$ cat src/rtl/jam_pkg.sv
// Shared types and constants for the round-robin jam arbiter.
package jam_pkg;

  typedef enum logic {
    IDLE  = 1'b0,
    SERVE = 1'b1
  } jam_state_e;

  // Lane-index width; never narrower than one bit.
  function automatic int idx_w(input int n);
    return (n > 1) ? $clog2(n) : 1;
  endfunction

  localparam jam_state_e RST_STATE   = IDLE;
  localparam logic       RST_VALID   = 1'b0;
  localparam logic       RST_ROTATED = 1'b0;

endpackage

$ cat src/rtl/jam_rr_pick.sv
// Rotated-mask priority encoder: first requesting lane after cur, wrapping back to cur.
module jam_rr_pick
  import jam_pkg::*;
#(
  parameter int NUM_LANES = 4,
  parameter int IDX_W     = idx_w(NUM_LANES)
) (
  input  logic [NUM_LANES-1:0] req,
  input  logic [IDX_W-1:0]     cur,
  output logic                 found,
  output logic [IDX_W-1:0]     nxt
);

  logic [2*NUM_LANES-1:0] dbl;
  logic [NUM_LANES-1:0]   rmask;

  always_comb begin
    dbl   = {req, req};
    // bit i of rmask is lane (cur+1+i) mod NUM_LANES
    rmask = NUM_LANES'(dbl >> (32'(cur) + 32'd1));
    found = |rmask;
    nxt   = '0;
    for (int i = NUM_LANES-1; i >= 0; i--)
      if (rmask[i]) nxt = IDX_W'((int'(cur) + 1 + i) % NUM_LANES);
  end

endmodule

$ cat src/rtl/jam_rr_arbiter.sv
// Round-robin jam arbiter with dwell-timer auto-rotation and early release.
// Optional JAM_MIN_GREEN_EN defers manual rotates until MIN_GREEN serve cycles have elapsed.
module jam_rr_arbiter
  import jam_pkg::*;
#(
  parameter int NUM_LANES = 4,
  parameter int IDX_W     = idx_w(NUM_LANES),
  parameter int DWELL_W   = 8,
  parameter int MIN_GREEN = 4
) (
  input  logic                 clk,
  input  logic                 rst_n,
  input  logic [NUM_LANES-1:0] jam_req,
  input  logic                 jam_en,
  input  logic                 jam_start,
  input  logic                 jam_rotate,
  input  logic [DWELL_W-1:0]   dwell_cycles,
  output logic [NUM_LANES-1:0] grant,
  output logic [IDX_W-1:0]     grant_idx,
  output logic                 grant_valid,
  output logic                 rotated
);

  localparam logic [IDX_W-1:0]   LAST_LANE = IDX_W'(NUM_LANES-1);
  localparam logic [DWELL_W-1:0] MG_LAST   = DWELL_W'(MIN_GREEN-1);

  jam_state_e           state_q, state_d;
  logic [IDX_W-1:0]     cur_q, cur_d;
  logic [DWELL_W-1:0]   cnt_q, cnt_d;
  logic [NUM_LANES-1:0] grant_d;
  logic                 rot_d;
  logic                 scan_found, rr_found;
  logic [IDX_W-1:0]     scan_idx, rr_idx;
  logic                 auto_hit, man_hit, pend_q, pend_d, pend_set;

  // Lane-0 scan is the rotation search seeded from the last lane.
  jam_rr_pick #(.NUM_LANES(NUM_LANES), .IDX_W(IDX_W)) u_scan (
    .req(jam_req), .cur(LAST_LANE), .found(scan_found), .nxt(scan_idx)
  );

  jam_rr_pick #(.NUM_LANES(NUM_LANES), .IDX_W(IDX_W)) u_rr (
    .req(jam_req), .cur(cur_q), .found(rr_found), .nxt(rr_idx)
  );

  assign auto_hit = (dwell_cycles != '0) && (cnt_q == dwell_cycles - DWELL_W'(1));

`ifdef JAM_MIN_GREEN_EN
  assign man_hit  = (jam_rotate || pend_q) && (cnt_q >= MG_LAST);
  assign pend_set = jam_rotate && (cnt_q < MG_LAST);

  always_ff @(posedge clk or negedge rst_n)
    if (!rst_n) pend_q <= 1'b0;
    else        pend_q <= pend_d;
`else
  logic unused_mg;
  assign unused_mg = ^MG_LAST;
  assign man_hit   = jam_rotate;
  assign pend_set  = 1'b0;
  assign pend_q    = 1'b0;
`endif

  always_comb begin
    state_d = state_q;
    cur_d   = cur_q;
    cnt_d   = cnt_q;
    rot_d   = 1'b0;
    pend_d  = pend_q;
    if (!jam_en) begin
      state_d = IDLE;
      cur_d   = '0;
      cnt_d   = '0;
      pend_d  = 1'b0;
    end else if (jam_start) begin
      pend_d  = 1'b0;
      cnt_d   = '0;
      state_d = scan_found ? SERVE : IDLE;
      cur_d   = scan_found ? scan_idx : '0;
    end else if (state_q == SERVE) begin
      if (!jam_req[cur_q]) begin
        // served lane cleared: hand over, or go idle if nobody is jammed
        pend_d  = 1'b0;
        cnt_d   = '0;
        state_d = rr_found ? SERVE : IDLE;
        cur_d   = rr_found ? rr_idx : '0;
        rot_d   = rr_found;
      end else if (man_hit || auto_hit) begin
        pend_d = man_hit ? 1'b0 : (pend_q | pend_set);
        cnt_d  = '0;
        cur_d  = rr_idx;
        rot_d  = (rr_idx != cur_q);
      end else begin
        pend_d = pend_q | pend_set;
        if (cnt_q != '1) cnt_d = cnt_q + DWELL_W'(1);
      end
    end
    grant_d = '0;
    if (state_d == SERVE) grant_d[cur_d] = 1'b1;
  end

  always_ff @(posedge clk or negedge rst_n)
    if (!rst_n) begin
      state_q <= RST_STATE;
      cur_q   <= '0;
      cnt_q   <= '0;
      grant   <= '0;
      rotated <= RST_ROTATED;
    end else begin
      state_q <= state_d;
      cur_q   <= cur_d;
      cnt_q   <= cnt_d;
      grant   <= grant_d;
      rotated <= rot_d;
    end

  assign grant_idx   = cur_q;
  assign grant_valid = (state_q == SERVE) ? 1'b1 : RST_VALID;

endmodule

$ cat config.mk
export PLATFORM = sky130hd
export DESIGN_NAME = jam_rr_arbiter
export DESIGN_NICKNAME = d
export VERILOG_FILES = /design/src/rtl/jam_pkg.sv /design/src/rtl/jam_rr_pick.sv /design/src/rtl/jam_rr_arbiter.sv
export SDC_FILE = /design/constraint.sdc
export NUM_CORES = 1
export LEC_CHECK = 0
export CAP_MARGIN = 10
export CORE_ASPECT_RATIO = 0.9
export CORE_MARGIN = 5
export CORE_UTILIZATION = 55
export CTS_CLUSTER_SIZE = 14
export DETAILED_ROUTE_END_ITERATION = 10
export GPL_TIMING_DRIVEN = 1
export PLACE_DENSITY_LB_ADDON = 0.1
export SYNTH_ARGS = -nofsm -noshare
export SYNTH_HDL_FRONTEND = slang
export SYNTH_SLANG_ARGS = --single-unit
export TNS_END_PERCENT = 1
$ cat constraint.sdc
create_clock -name clk -period 5.1 [get_ports clk]
set_input_delay 1.02 -clock clk [delete_from_list [all_inputs] [get_ports clk]]
set_output_delay 1.02 -clock clk [all_outputs]
set_load 0.02 [all_outputs]
; ---- Word-level counts from Yosys, hierarchy flattened
; Cells that the tools add are included.
[totals]
ff_bits = 16
wordCells = 66
[op_classes]
shifts = 1
n_eq_ne = 5
magnitude_cmp = 3
add_sub_neg = 7
muxes = 38
n_reduce_logical = 7
[ops]
columns = op, n
row1 = 8-bit two-way mux, 6
row2 = 8-bit by 32-bit >> shifter with 4-bit output, 1
row3 = 2-bit two-way mux, 15
row4 = 1-bit two-way mux, 14
row5 = "8-bit by 1-bit adder with 8-bit output, second input constant", 1
row6 = 8-bit == test, 1
row7 = "8-bit != test, second input constant", 1
row8 = 8-bit nonzero test, 1
row9 = 4-bit OR reduction, 2
row10 = "8-bit by 1-bit subtractor with 8-bit output, second input constant", 1
row11 = "2-bit by 3-bit < comparator with 1-bit output, second input constant", 2
row12 = "5-bit by 3-bit != test with 1-bit output, second input constant", 1
row13 = "2-bit by 1-bit adder with 2-bit output, second input constant", 2
row14 = "2-bit adder, second input constant", 2
row15 = 4-bit two-way mux, 1
row16 = "2-bit by 1-bit adder with 3-bit output, second input constant", 1
row17 = "3-bit by 1-bit != test with 1-bit output, second input constant", 1
row18 = 1-bit binary-select mux with 2-bit select, 1
row19 = 1-bit demux with 2-bit select, 1
row20 = "2-bit by 1-bit greater-or-equal comparator with 1-bit output, second input constant", 1
row21 = 1-bit logical AND, 2
row22 = 2-bit != test, 1
row23 = 2-bit AND reduction, 1
row24 = 1-bit logical OR, 1

; ---- Longest topological paths before layout
; Gate-level depths: netlist of the first run.
[logic_depth]
word_depth = 16
ltp_mapped = 10
ltp_nobuf = 9

; ---- By module
; From an unflattened synthesis of the first run, not the netlist that was laid out.
[unflattened]
cells_unflattened = 165
area_unflattened_um2 = 1437.6
[by_module_without_submodules]
columns = module, seq_area_each_um2, cells_each, area_per_inst_um2, instances
row1 = jam_rr_arbiter, 400.4, 137, 1265.0, 1
row2 = jam_rr_pick, 0.0, 14, 86.3, 2

; ---- Least setup slack after synthesis of the first run
; OpenSTA, ideal clock, no wires.
[synth_timing]
path_type = input to register
start = input dwell_cycles[0]
end = register grant[3]
arrival_time_ps = 3146
setup_time_ps = 120
path_stages = 10
setup_slack_ps = 1835
path_buffers = 1
required_ps = 4980
path_cell_list = inv_1 -> ha_1 -> xnor2_2 -> xnor2_1 -> or4_4 -> a2111oi_2 -> buf_4 -> nor3b_2 -> o31a_4 -> and3_1
[synth_between]
elab_chain_len = 14
[synth_rtl]
columns = element, line
row1 = "start, declared", jam_rr_arbiter.sv:17  ; input logic [DWELL_W-1:0] dwell_cycles,
row2 = 8-bit by 1-bit subtractor with 8-bit output, jam_rr_arbiter.sv:45  ; assign auto_hit = (dwell_cycles != '0) && (cnt_q == dwell_cycles - DWELL_W'(1));
row3 = 8-bit == test, jam_rr_arbiter.sv:45
row4 = 1-bit logical AND (*), jam_rr_arbiter.sv:45
row5 = 1-bit logical OR (*), jam_rr_arbiter.sv:86  ; end else if (man_hit || auto_hit) begin
row6 = 2-bit two-way mux (*), jam_rr_arbiter.sv:86
row7 = 2-bit two-way mux (*), jam_rr_arbiter.sv:79  ; if (!jam_req[cur_q]) begin
row8 = 2-bit two-way mux (*), jam_rr_arbiter.sv:78  ; end else if (state_q == SERVE) begin
row9 = 2-bit two-way mux (*), jam_rr_arbiter.sv:73  ; end else if (jam_start) begin
row10 = 2-bit two-way mux (*), jam_rr_arbiter.sv:68  ; if (!jam_en) begin
row11 = via cur_d[0], jam_rr_arbiter.sv:28  ; logic [IDX_W-1:0] cur_q, cur_d;
row12 = 2-bit by 3-bit < comparator with 1-bit output (not written as such) / 2-bit by 1-bit greater-or-equal comparator with 1-bit output (equally long branches), jam_rr_arbiter.sv:97  ; if (state_d == SERVE) grant_d[cur_d] = 1'b1;
row13 = 1-bit logical AND (not written as such), jam_rr_arbiter.sv:97
row14 = 1-bit two-way mux (not written as such), jam_rr_arbiter.sv:97
row15 = 1-bit demux with 2-bit select (*), jam_rr_arbiter.sv:97
row16 = 4-bit two-way mux (*), jam_rr_arbiter.sv:97
row17 = via grant_d[3], jam_rr_arbiter.sv:30  ; logic [NUM_LANES-1:0] grant_d;
row18 = "end signal, assigned", jam_rr_arbiter.sv:111  ; grant <= grant_d;
row19 = "end, declared", jam_rr_arbiter.sv:18  ; output logic [NUM_LANES-1:0] grant,
; Mark *: on every way through the listed nets, which the timed path passes. The rest lies on a longest branch.
; A chain may end at the register's enable or synchronous reset.

; ---- Worst setup path after layout of the first run
; Same ends and word-level chain as after synthesis.

==> results of run 1 <==
## per-layer routing
metal,part of all wire,wire [µm],global-route usage,vias to the layer above
li1,-,-,-,661
met1,0.42,1350,0.213,619
met2,0.51,1640,0.321,36
met3,0.058,186,0.0496,4
met4,0.012,38,0.0623,0
met5,0,0,0,-
## Yosys cell counts (all sizes together), types with 2 or more instances
cell / number / share of area
a31oi: 2 / 0.019
xor2: 7 / 0.043
inv: 9 / 0.023
nand4: 3 / 0.013
o31ai: 2 / 0.010
nand4b: 3 / 0.018
nand3: 4 / 0.014
nor3b: 7 / 0.047
and2: 3 / 0.015
buf: 4 / 0.019
a2111oi: 2 / 0.017
clkbuf: 6 / 0.016
o21ai: 15 / 0.052
or3: 2 / 0.012
nand3b: 2 / 0.010
a21o: 2 / 0.010
nor3: 3 / 0.014
a211oi: 2 / 0.010
o211ai: 3 / 0.016
a21oi: 8 / 0.028
dfrtp: 16 / 0.28
and4: 3 / 0.020
xnor2: 5 / 0.036
nand2b: 2 / 0.0087
ha: 2 / 0.017
and3: 6 / 0.029
nor2: 16 / 0.042
or2: 5 / 0.022
nand2: 7 / 0.018
## layout make-up
cell class,instances,area (µm²)
Clock buffer,4,36.3
Fill cell,208,793
Inverter,9,33.8
Multi-Input combinational cell,134,942
Sequential cell,16,400
Tap cell,28,35.0
Timing Repair Buffer,25,248
## through the flow
stage          hold slack, ps  instance area (µm²)
6_report                  645                 1700
5_1_grt                   691                 1700
4_1_cts                   642                 1700
3_5_place_dp              629                 1660
3_3_place_gp              607                 1660
2_1_floorplan             549                 1440
## state kept, by name, summed over array words and instances (netlist names)
signal,count
cnt_q,8
grant,4
grant_idx,2
rotated,1
state_q,1
## power by group
| group | leakage, nW | internal, mW | switching [mW] |
|---|---|---|---|
| combinational | 0.415 | 0.0394 | 0.0420 |
| clock | 0.0210 | 0.0435 | 0.0391 |
| sequential | 0.219 | 0.130 | 0.00832 |
## worst paths after layout
kind | startpoint | to | slack (ps) | depth (start not counted)
min reg2reg | cnt_q[1] | cnt_q[1] | 640 | 2
min in group asynchronous | rst_n | cnt_q[5] | 1140 | 1
max reg2reg | cnt_q[2] | grant[3] | 2530 | 8
max | dwell_cycles[0] | grant[3] | 1440 | 11
min | cnt_q[1] | cnt_q[1] | 640 | 2
max in group asynchronous | rst_n | state_q | 3510 | 1
## critical path, delay by kind of cell
kind                     cells  cell delay [ps]
adder cells (fa/ha/maj)      1              240
buffers and inverters        3              830
AND/OR/NAND/NOR              3              710
AO/OA/AOI/OAI                2              750
XOR/XNOR                     2              280
## cells by family after synthesis
kind of cell / Yosys count / synth area share
AND/OR/NAND/NOR: 73 / 0.325
AO/OA/AOI/OAI: 47 / 0.235
buffers and inverters: 20 / 0.0661
flip-flops: 16 / 0.279
XOR/XNOR: 12 / 0.0783
adder cells (fa/ha/maj): 2 / 0.0174
==> results.toml, run 1 <==
[synthesis]
ys_warn_count = 0
synthCells = 170
ys_ff_latch = 16
synth_area_mm2 = 0.00144
syn_nets = 189
synth_edf_count = 0
async_flop_share = 1.00
synth_ff_type = "dfrtp_1"
synth_cell_types = 58
ys_seq_area_frac = 0.279
syn_area_per_cell_um2 = 8.46

[clock_tree]
holdBufCountCts = 0
cts_sinks = 16
root_buffer = "clkbuf_4"
cts_tree = "done"
path_clk_slew_ps = 90
cts_max_level = 1
clock_latency_ps = 290
cts-buffers-inserted = 3
post-cts-setup-buffer-count = 0
cts-resized-gates = 0
clockBufferDepth = 2

[critical_path]
crit_slowest_cell = "clkdlybuf4s50_1"
worstSetupPathType = "in2reg"
cp.arrival_ps = 3840
critical_path.max_fanout = 11
cp.required_ps = 5280
end_kind = "flop"
cp-start-kind = "primary input"
cp_cell_sequence = "clkdlybuf4s50_1 -> inv_1 -> ha_1 -> xnor2_2 -> xnor2_1 -> or4_4 -> a2111oi_2 -> buf_4 -> nor3b_2 -> o31a_4 -> and3_1"
critPathMaxStageDelay_ps = 540

[die]
start_util = 0.578
core.rowCount = 17
io_pins = 25
core_area_mm2 = 0.00249
die_y_um = 58.5
chipWidth_um = 63.9
die_area_mm2 = 0.00374

[placement]
pre_cts_slack_ps = 1150
port_buffers = 24
dp_hpwl_um = 2510
gp_congestion = 0.905
dpl.cell_count = 212

[layout]
fin_util = 0.681
nets = 208
layout_commonest_cell = "clkdlybuf4s50_1"
mostFrequentLayoutCells = "clkdlybuf4s50_1, nor2_1, dfrtp_1, o21ai_0, inv_1"
layout.cells.non_filler = 216
drive_above_1_share = 0.160
diodes = 0
area_delta_synth_final_pct = 17.9

[drt]
detail-route-antenna-nets = 0
drc_errors = 0
routed_wl_um = 3210
vias_per_cell = 6.11
vias = 1320
drt_iter0_drc = 78
dr.pass1.iters = 4
post_drt_wl_per_cell_um = 14.9

[timing]
timing.fmax_mhz = 273
hold_viol = 0
setup_tns_ps = 0
finalCritPeriodShare = 0.717
slew_headroom = 0.318
drv_slew = 0
tightest_slew_ps = 1010
rsz0062_at_grt = "no"
setup_viol_count_final = 0
setup_ws_ps = 1440
timing.final.crit_period_ps = 3660
fin_skew_ps = 5.32

[power]
power_mw = 0.303
p_leak_nw = 0.655
p_per_area_mw_per_mm2 = 179
ir_drop_mv = 0.227

[outcome]
status = "complete, no violations"

[global_route]
overflow = 0
grt_pass1_vias = 1300
track_usage = 0.182
grt_pass1_wl_um = 5530
grt_max_degree = 19
antenna_found_initial = 0

[min_path]
hold_path_class = "reg2reg"

[job]
maxCapViolCount = 0
No activity file was read; power rests on OpenSTA's default activity.
==> run 2: changes to the inputs <==
--- a/config.mk
+++ b/config.mk
@@ -8,7 +8,7 @@
 export CAP_MARGIN = 10
 export CORE_ASPECT_RATIO = 0.9
 export CORE_MARGIN = 5
-export CORE_UTILIZATION = 55
+export CORE_UTILIZATION = 53
 export CTS_CLUSTER_SIZE = 14
 export DETAILED_ROUTE_END_ITERATION = 10
 export GPL_TIMING_DRIVEN = 1
==> constraint.sdc (replaced) <==
create_clock -name clk -period 3.5 [get_ports clk]
set_input_delay 0.7 -clock clk [delete_from_list [all_inputs] [get_ports clk]]
set_output_delay 0.7 -clock clk [all_outputs]
set_load 0.02 [all_outputs]
==> results.toml, run 2 (synthesis gave the netlist of run 1 again) <==
[critical_path]
critical_path.max_fanout = 5
end_kind = "flop"
rrSetupSlack_ps = 970
cp-start-kind = "primary input"
cp.required_ps = 3680
cp.arrival_ps = 3440
worstSetupPathType = "in2reg"

[power]
p_comb_frac = 0.274
p_sw_frac = 0.295
p_leak_nw = 0.680
power_mw = 0.445
power.switching_mw = 0.131
pwr-share-clk = 0.273
p_seq_frac = 0.454
p_int_mw = 0.314
p_per_area_mw_per_mm2 = 257
ir_drop_mv = 0.286

[global_route]
grt_max_degree = 19
grt_pass1_wl_um = 5520
overflow = 0
antenna_found_initial = 0
grt_pass1_vias = 1313
track_usage = 0.179

[timing]
setup_tns_ps = 0
slew_headroom = 0.362
tightest_slew_ps = 945
timing.fmax_mhz = 307
hold_viol = 0
drv_slew = 0
hold_ws_ps = 636
fin_skew_ps = 5.71
timing.final.crit_period_ps = 3250
setup_viol_count_final = 0
finalCritPeriodShare = 0.930
rsz0062_at_grt = "no"

[layout]
nets = 213
multi_input_area_um2 = 942
layout_commonest_cell = "clkdlybuf4s50_1"
drive_above_1_share = 0.181
layout.area.seq_um2 = 400
top_register = "cnt_q"
fillers = 235
diodes = 0
finalInstanceArea_mm2 = 0.00174
area_delta_synth_final_pct = 20.7
largest_reg_flops = 8
mostFrequentLayoutCells = "clkdlybuf4s50_1, nor2_1, dfrtp_1, o21ai_0, inv_1"

[clock_tree]
cts_sinks = 16
clockBufferDepth = 2
post-cts-setup-buffer-count = 0
cts_tree = "done"
path_clk_slew_ps = 90
clock_latency_ps = 290
root_buffer = "clkbuf_4"
cts_max_level = 1
holdBufCountCts = 0
cts-buffers-inserted = 3
cts-resized-gates = 0

[drt]
drt_iter0_drc = 77
post_drt_wl_per_cell_um = 14.6
dr.pass1.iters = 4
drc_errors = 0
vias = 1346
routed_wl_um = 3270
vias_per_cell = 6.04
detail-route-antenna-nets = 0

[outcome]
status = "complete, no violations"

[placement]
gp_congestion = 0.907
postPlaceCellArea_mm2 = 0.00170
dp_hpwl_um = 2510
port_buffers = 24

[min_path]
hold_path_class = "reg2reg"

[die]
io_pins = 25
core.rowCount = 18
die_y_um = 59.4
die_area_mm2 = 0.00386
start_util = 0.536
chipWidth_um = 64.9
core_area_mm2 = 0.00268

[job]
maxCapViolCount = 0
[run 2: worst paths after layout]
kind,cells past startpoint,endpoint,start
hold / removal,2,cnt_q[3],cnt_q[3]
setup / recovery,11,grant[3],dwell_cycles[0]
max in group asynchronous,1,grant[0],rst_n
min in group asynchronous,1,cnt_q[2],rst_n
hold reg to reg,2,cnt_q[3],cnt_q[3]
setup reg to reg,8,grant[3],cnt_q[2]
[run 2: worst max-delay path, cell delays in order]
cell and delay [ps]:
clkdlybuf4s50_1 510, inv_1 60, ha_1 240, xnor2_2 150
xnor2_1 130, or4_4 480, a2111oi_2 350, buf_4 190
nor3b_2 50, o31a_4 410, and3_1 170
[run 2: per-layer routing]
metal  share of wire  global-route usage  routed length, µm
met5               0                   0                  0
met4          0.0095              0.0301                 31
met3           0.053              0.0474                174
met2            0.51               0.337               1650
met1            0.43               0.207               1410
[run 2: area by class of cell]
| cell class | count | area share |
|---|---|---|
| Clock buffer | 4 | 0.0209 |
| Sequential cell | 16 | 0.231 |
| Multi-Input combinational cell | 134 | 0.543 |
| Timing Repair Buffer | 30 | 0.164 |
| Inverter | 9 | 0.0195 |
| Tap cell | 30 | 0.0216 |
[run 2: power groups by stage]
stage	Combinational [mW]	Clock (mW)	Sequential, mW
4_1_cts	0.122	0.123	0.202
2_1_floorplan	0.0715	0	0.204
3_5_place_dp	0.122	0	0.205
6_report	0.122	0.121	0.202
3_3_place_gp	0.120	0	0.205
5_1_grt	0.134	0.132	0.204
[run 2: per-stage QoR]
stage / setup WS, ps / cells / utilization
3_3_place_gp: -0.447 / 219 / 0.634
2_1_floorplan: 555 / 170 / -
5_1_grt: 55.4 / 223 / 0.648
6_report: 246 / 223 / 0.648
4_1_cts: 236 / 223 / 0.648
3_5_place_dp: -52.6 / 219 / 0.634
==> run 3: changes to the inputs <==
--- a/config.mk
+++ b/config.mk
@@ -13,6 +13,7 @@
 export DETAILED_ROUTE_END_ITERATION = 10
 export GPL_TIMING_DRIVEN = 1
 export PLACE_DENSITY_LB_ADDON = 0.1
+export SKIP_CTS_REPAIR_TIMING = 1
 export SYNTH_ARGS = -nofsm -noshare
 export SYNTH_HDL_FRONTEND = slang
 export SYNTH_SLANG_ARGS = --single-unit
==> results of run 3 <==
Final layout, timing and power as in run 2 (identical DEF).
==> RTL change 1: new RTL, flow settings as in run 2 <==
Add a define of `JAM_MIN_GREEN_EN`.
--- a/src/rtl/jam_rr_arbiter.sv
+++ b/src/rtl/jam_rr_arbiter.sv
@@ -1,5 +1,7 @@
 // Round-robin jam arbiter with dwell-timer auto-rotation and early release.
 // Optional JAM_MIN_GREEN_EN defers manual rotates until MIN_GREEN serve cycles have elapsed.
+`define JAM_MIN_GREEN_EN
+
 module jam_rr_arbiter
   import jam_pkg::*;
 #(
Function: changed (Yosys sat finds a counterexample within 4 cycles, from zero or initial values and one cycle with rst_n low).
==> RTL change 1 against run 2 <==
- sequential cell count is 1 higher
- wire length up 10%
- hold slack got worse by 0.028 ns
- worst setup slack better by 0.092 ns
- final area is 3.0% lower
- cell count stayed put
- sequential share of layout area increased by 2.2 points
- largest cell class unchanged
- total power rose by 1.1%
- critical path type unchanged
- utilization grew 2.3 points
- non-clock buffer count decreased by 5
- critical path depth fell by 3
- highest routed layer unchanged
- synthesized area shrank 1.1%
==> RTL change 1: results <==
{
  "synth_fp_nets": 196,
  "gp_congestion": 0.8344,
  "min_to": "pend_q",
  "diodes": 0,
  "critPathLaunch": "dwell_cycles[2]",
  "grt_util_all_layers_pct": 20.04,
  "largest_reg_flops": 8,
  "cts_resized": 0,
  "synth_top_area_share_pct": 29.93,
  "placed_area_sq_um": 1655,
  "yosys_warnings": 0,
  "setup_viol": 0,
  "synth-seq-area-share_pct": 29.93,
  "antenna_found_initial": 0,
  "hp-start": "pend_q",
  "grt_pass1_vias": 1329,
  "p_int_mw": 0.3052,
  "synth.distinct_cells": 45,
  "r2r_slack_ns": 0.89,
  "io_buffer_count": 24,
  "skew_ns": 0.001102,
  "r2r-end": "grant[2]",
  "via_per_inst": 6.444,
  "drive_gt1_share_pct": 6.667,
  "top_register": "cnt_q",
  "netlist_top_cells_count": "dfrtp_1, nand2_1, nor2_1",
  "hpwl_um": 2729,
  "p_leak_nw": 0.6531,
  "grt_max_degree": 18,
  "r2r_start": "cnt_q[0]",
  "drt-initial-drc-count": 178,
  "relSlewSlack_pct": 43.28,
  "status": "completed",
  "cp.arrival_ns": 3.39,
  "wl_per_cell_um": 16.18,
  "synth_area_leaders": "dfrtp_1, xnor2_1, nand2_1, nor2_1, nor2b_1",
  "grt_pass1_wl_um": 6161,
  "critical_path.max_fanout": 6,
  "vdd_ir_drop_max_mv": 0.2385,
  "nets": 215
}
-- RTL change 1: cell count changes after synthesis, moves of 5 or more --
cell	run 2	this run
a31oi_1	1	6
nor2b_1	1	8
nand2_1	7	15
xor2_1	7	2
o21ai_0	15	8
-- RTL change 1: routing by layer --
layer  share of wire, %  up-vias  wire, um  global-route usage (%)
li1                   -      695         -                       -
met1                 43      678      1539                   27.63
met2                 48       60      1731                   32.06
met3                8.4        4       304                   3.226
met4               0.89        0        32                   6.928
met5                  0        -         0                       0
-- RTL change 1: cells by family (layout without fill, tap and decap cells) --
family / count (synthesis) / after routing / synth area share, %
AO/OA/AOI/OAI: 48 / 48 / 24.12
multiplexers: 3 / 3 / 2.113
flip-flops: 17 / 17 / 29.93
buffers and inverters: 17 / 35 / 5.018
AND/OR/NAND/NOR: 81 / 81 / 31.51
XOR/XNOR: 9 / 9 / 5.546
adder cells (fa/ha/maj): 2 / 2 / 1.760
-- RTL change 1: final cells by class --
cell class	instances	area, sq um
clock buffer	3	22.52
clock inverter	1	5.005
fill	218	827.0
inverter	6	22.52
multi-input combinational	143	924.6
sequential	17	425.4
tap	28	35.03
timing repair buffer	25	247.7
-- RTL change 1: worst max-delay path by stage --
stage | to | slack, ns
global placement | grant[1] | 0.14
finish | grant[1] | 0.34
floorplan | cnt_q[7] | 0.73
global route | grant[1] | 0.18
CTS | grant[1] | 0.36
detailed placement | grant[1] | 0.05
-- RTL change 1: power groups by stage --
stage	combinational (mW)	clock, mW	sequential, mW
floorplan	0.0791	0	0.217
global placement	0.126	0	0.217
detailed placement	0.129	0	0.217
CTS	0.130	0.109	0.213
global route	0.145	0.119	0.215
finish	0.131	0.106	0.213
-- RTL change 1: worst max-delay path, cell delays in order --
cell and delay, ns:
clkdlybuf4s50_1 0.49, or3_4 0.45, or3_1 0.40, a2111oi_2 0.38, nand4_1 0.24, mux2i_1 0.21
a221o_1 0.41, nor2b_1 0.11
-- RTL change 1: stage by stage --
stage,worst slack (ns),util (%),hold slack (ns),cells
global placement,0.1424,65.95,0.5682,219
CTS,0.3568,67.05,0.6086,223
finish,0.3379,67.05,0.6079,223
global route,0.1850,67.05,0.6447,223
detailed placement,0.05436,65.95,0.5939,219
floorplan,0.7293,-,0.4044,177
==> RTL change 2: new RTL, flow settings as in run 2 <==
Made on the original files. The parameter `DWELL_W` goes from 8 to 9.
--- a/src/rtl/jam_rr_arbiter.sv
+++ b/src/rtl/jam_rr_arbiter.sv
@@ -5,7 +5,7 @@
 #(
   parameter int NUM_LANES = 4,
   parameter int IDX_W     = idx_w(NUM_LANES),
-  parameter int DWELL_W   = 8,
+  parameter int DWELL_W   = 9,
   parameter int MIN_GREEN = 4
 ) (
   input  logic                 clk,
Interface: changed (resized dwell_cycles); port bits go from 25 to 26. No check against the original RTL was run, so the function may have changed too.
==> RTL change 2 against run 2 <==
- first-iteration DRC count grew 140%
- worst setup slack gained 0.11 ns
- critical path depth shrank 1
- largest power group unchanged
- sequential cell count grew 1
- synthesized area grew 1.6%
- cell count grew 3.1%
- utilization grew 0.34 points
- combinational power grew 9.8%
- wire length grew 14%
- total power grew 2.2%
- critical endpoint is now grant[2]
- final area grew 1.4%
- highest routed layer unchanged
==> RTL change 2: results <==
{
  "synth_fp_nets": 198,
  "gp_congestion": 0.8156,
  "synth_cells": 177,
  "drt-initial-drc-count": 183,
  "reg2reg_depth": 7,
  "grt_util_all_layers_pct": 20.88,
  "post_cts_buffers": 0,
  "cts_buffers": 3,
  "synth-seq-area-share_pct": 29.13,
  "grt_pass1_vias": 1394,
  "cp.arrival_ns": 3.37,
  "instances_no_fill": 230,
  "r2r_slack_ns": 1.06,
  "vdd_ir_drop_max_mv": 0.2850,
  "drive_gt1_share_pct": 9.000,
  "htree_num_levels": 1,
  "nets": 222,
  "hpwl_um": 2811,
  "num_vias": 1462,
  "status": "completed",
  "synth.distinct_cells": 51,
  "placed_area_sq_um": 1732,
  "synth_area_leaders": "dfrtp_1, a21oi_1, nand2_1, nand2b_1, nor2b_1",
  "io_buffer_count": 25,
  "wl_per_cell_um": 16.23,
  "netlist_top_cells_count": "dfrtp_1, nand2_1, a21oi_1",
  "r2r-end": "grant[2]",
  "relSlewSlack_pct": 50.22,
  "r2r_start": "cnt_q[7]",
  "grt_pass1_wl_um": 6348,
  "grt_max_degree": 18,
  "critical_path.max_fanout": 6,
  "dp_slack_ns": 0.04209,
  "min_path_cells": 1,
  "p_leak_nw": 0.6753
}
RTL change 2: metal layers:
metal  track usage, %  wire (um)  up-vias
li1                 -          -      707
met5                0          0        -
met4            2.367         28        0
met1            26.40       1607      696
met3            5.075        231        6
met2            37.37       1865       53
RTL change 2: where the power goes:
group / switching [mW] / internal (mW) / total [mW] / leakage [nW]
Combinational: 0.0726 / 0.0617 / 0.134 / 0.425
Sequential: 0.0112 / 0.202 / 0.213 / 0.233
Clock: 0.0651 / 0.0426 / 0.108 / 0.0177
Total: 0.149 / 0.306 / 0.455 / 0.675
RTL change 2: worst max-delay path by stage:
stage               endpoint  slack, ns  cells past startpoint
floorplan           grant[2]       0.73                      9
global placement    grant[2]       0.17                     10
detailed placement  grant[2]       0.04                     10
CTS                 grant[2]       0.34                     10
global route        grant[2]       0.22                     10
finish              grant[2]       0.35                     10
RTL change 2: worst max-delay path, stage by stage:
cell and delay, ns:
clkdlybuf4s50_1 0.50, inv_1 0.09, ha_1 0.16, or4b_4 0.48
or3_1 0.37, o2111ai_2 0.09, nor4_4 0.09, o41ai_1 0.47
o2bb2ai_2 0.20, nor3b_2 0.21
RTL change 2: kinds of logic (layout without fill, tap and decap cells):
logic type	after synthesis	in the layout	share of synthesized area [%]
xor gates and xnor gates	7	7	4.199
and+or+nand+nor	80	80	33.76
buffers and inverters	18	41	4.713
muxes	2	2	1.371
DFF	17	17	29.13
AOI/OAI and AO/OA	50	50	24.25
adders and majority gates	3	3	2.571
RTL change 2: cell type report:
cell class                 instances  area (sq um)
clock buffer                       3         22.52
fill                             247         943.4
timing repair buffer              27         265.3
multi-input combinational        142         965.9
clock inverter                     1         5.005
sequential                        17         425.4
tap                               30         37.54
inverter                          10         37.54
RTL change 2: per-stage QoR:
step / hold slack (ns) / power (mW)
global route: 0.6240 / 0.4844
detailed placement: 0.5575 / 0.3502
CTS: 0.5713 / 0.4576
global placement: 0.5435 / 0.3457
floorplan: 0.4044 / 0.2928
finish: 0.5719 / 0.4549
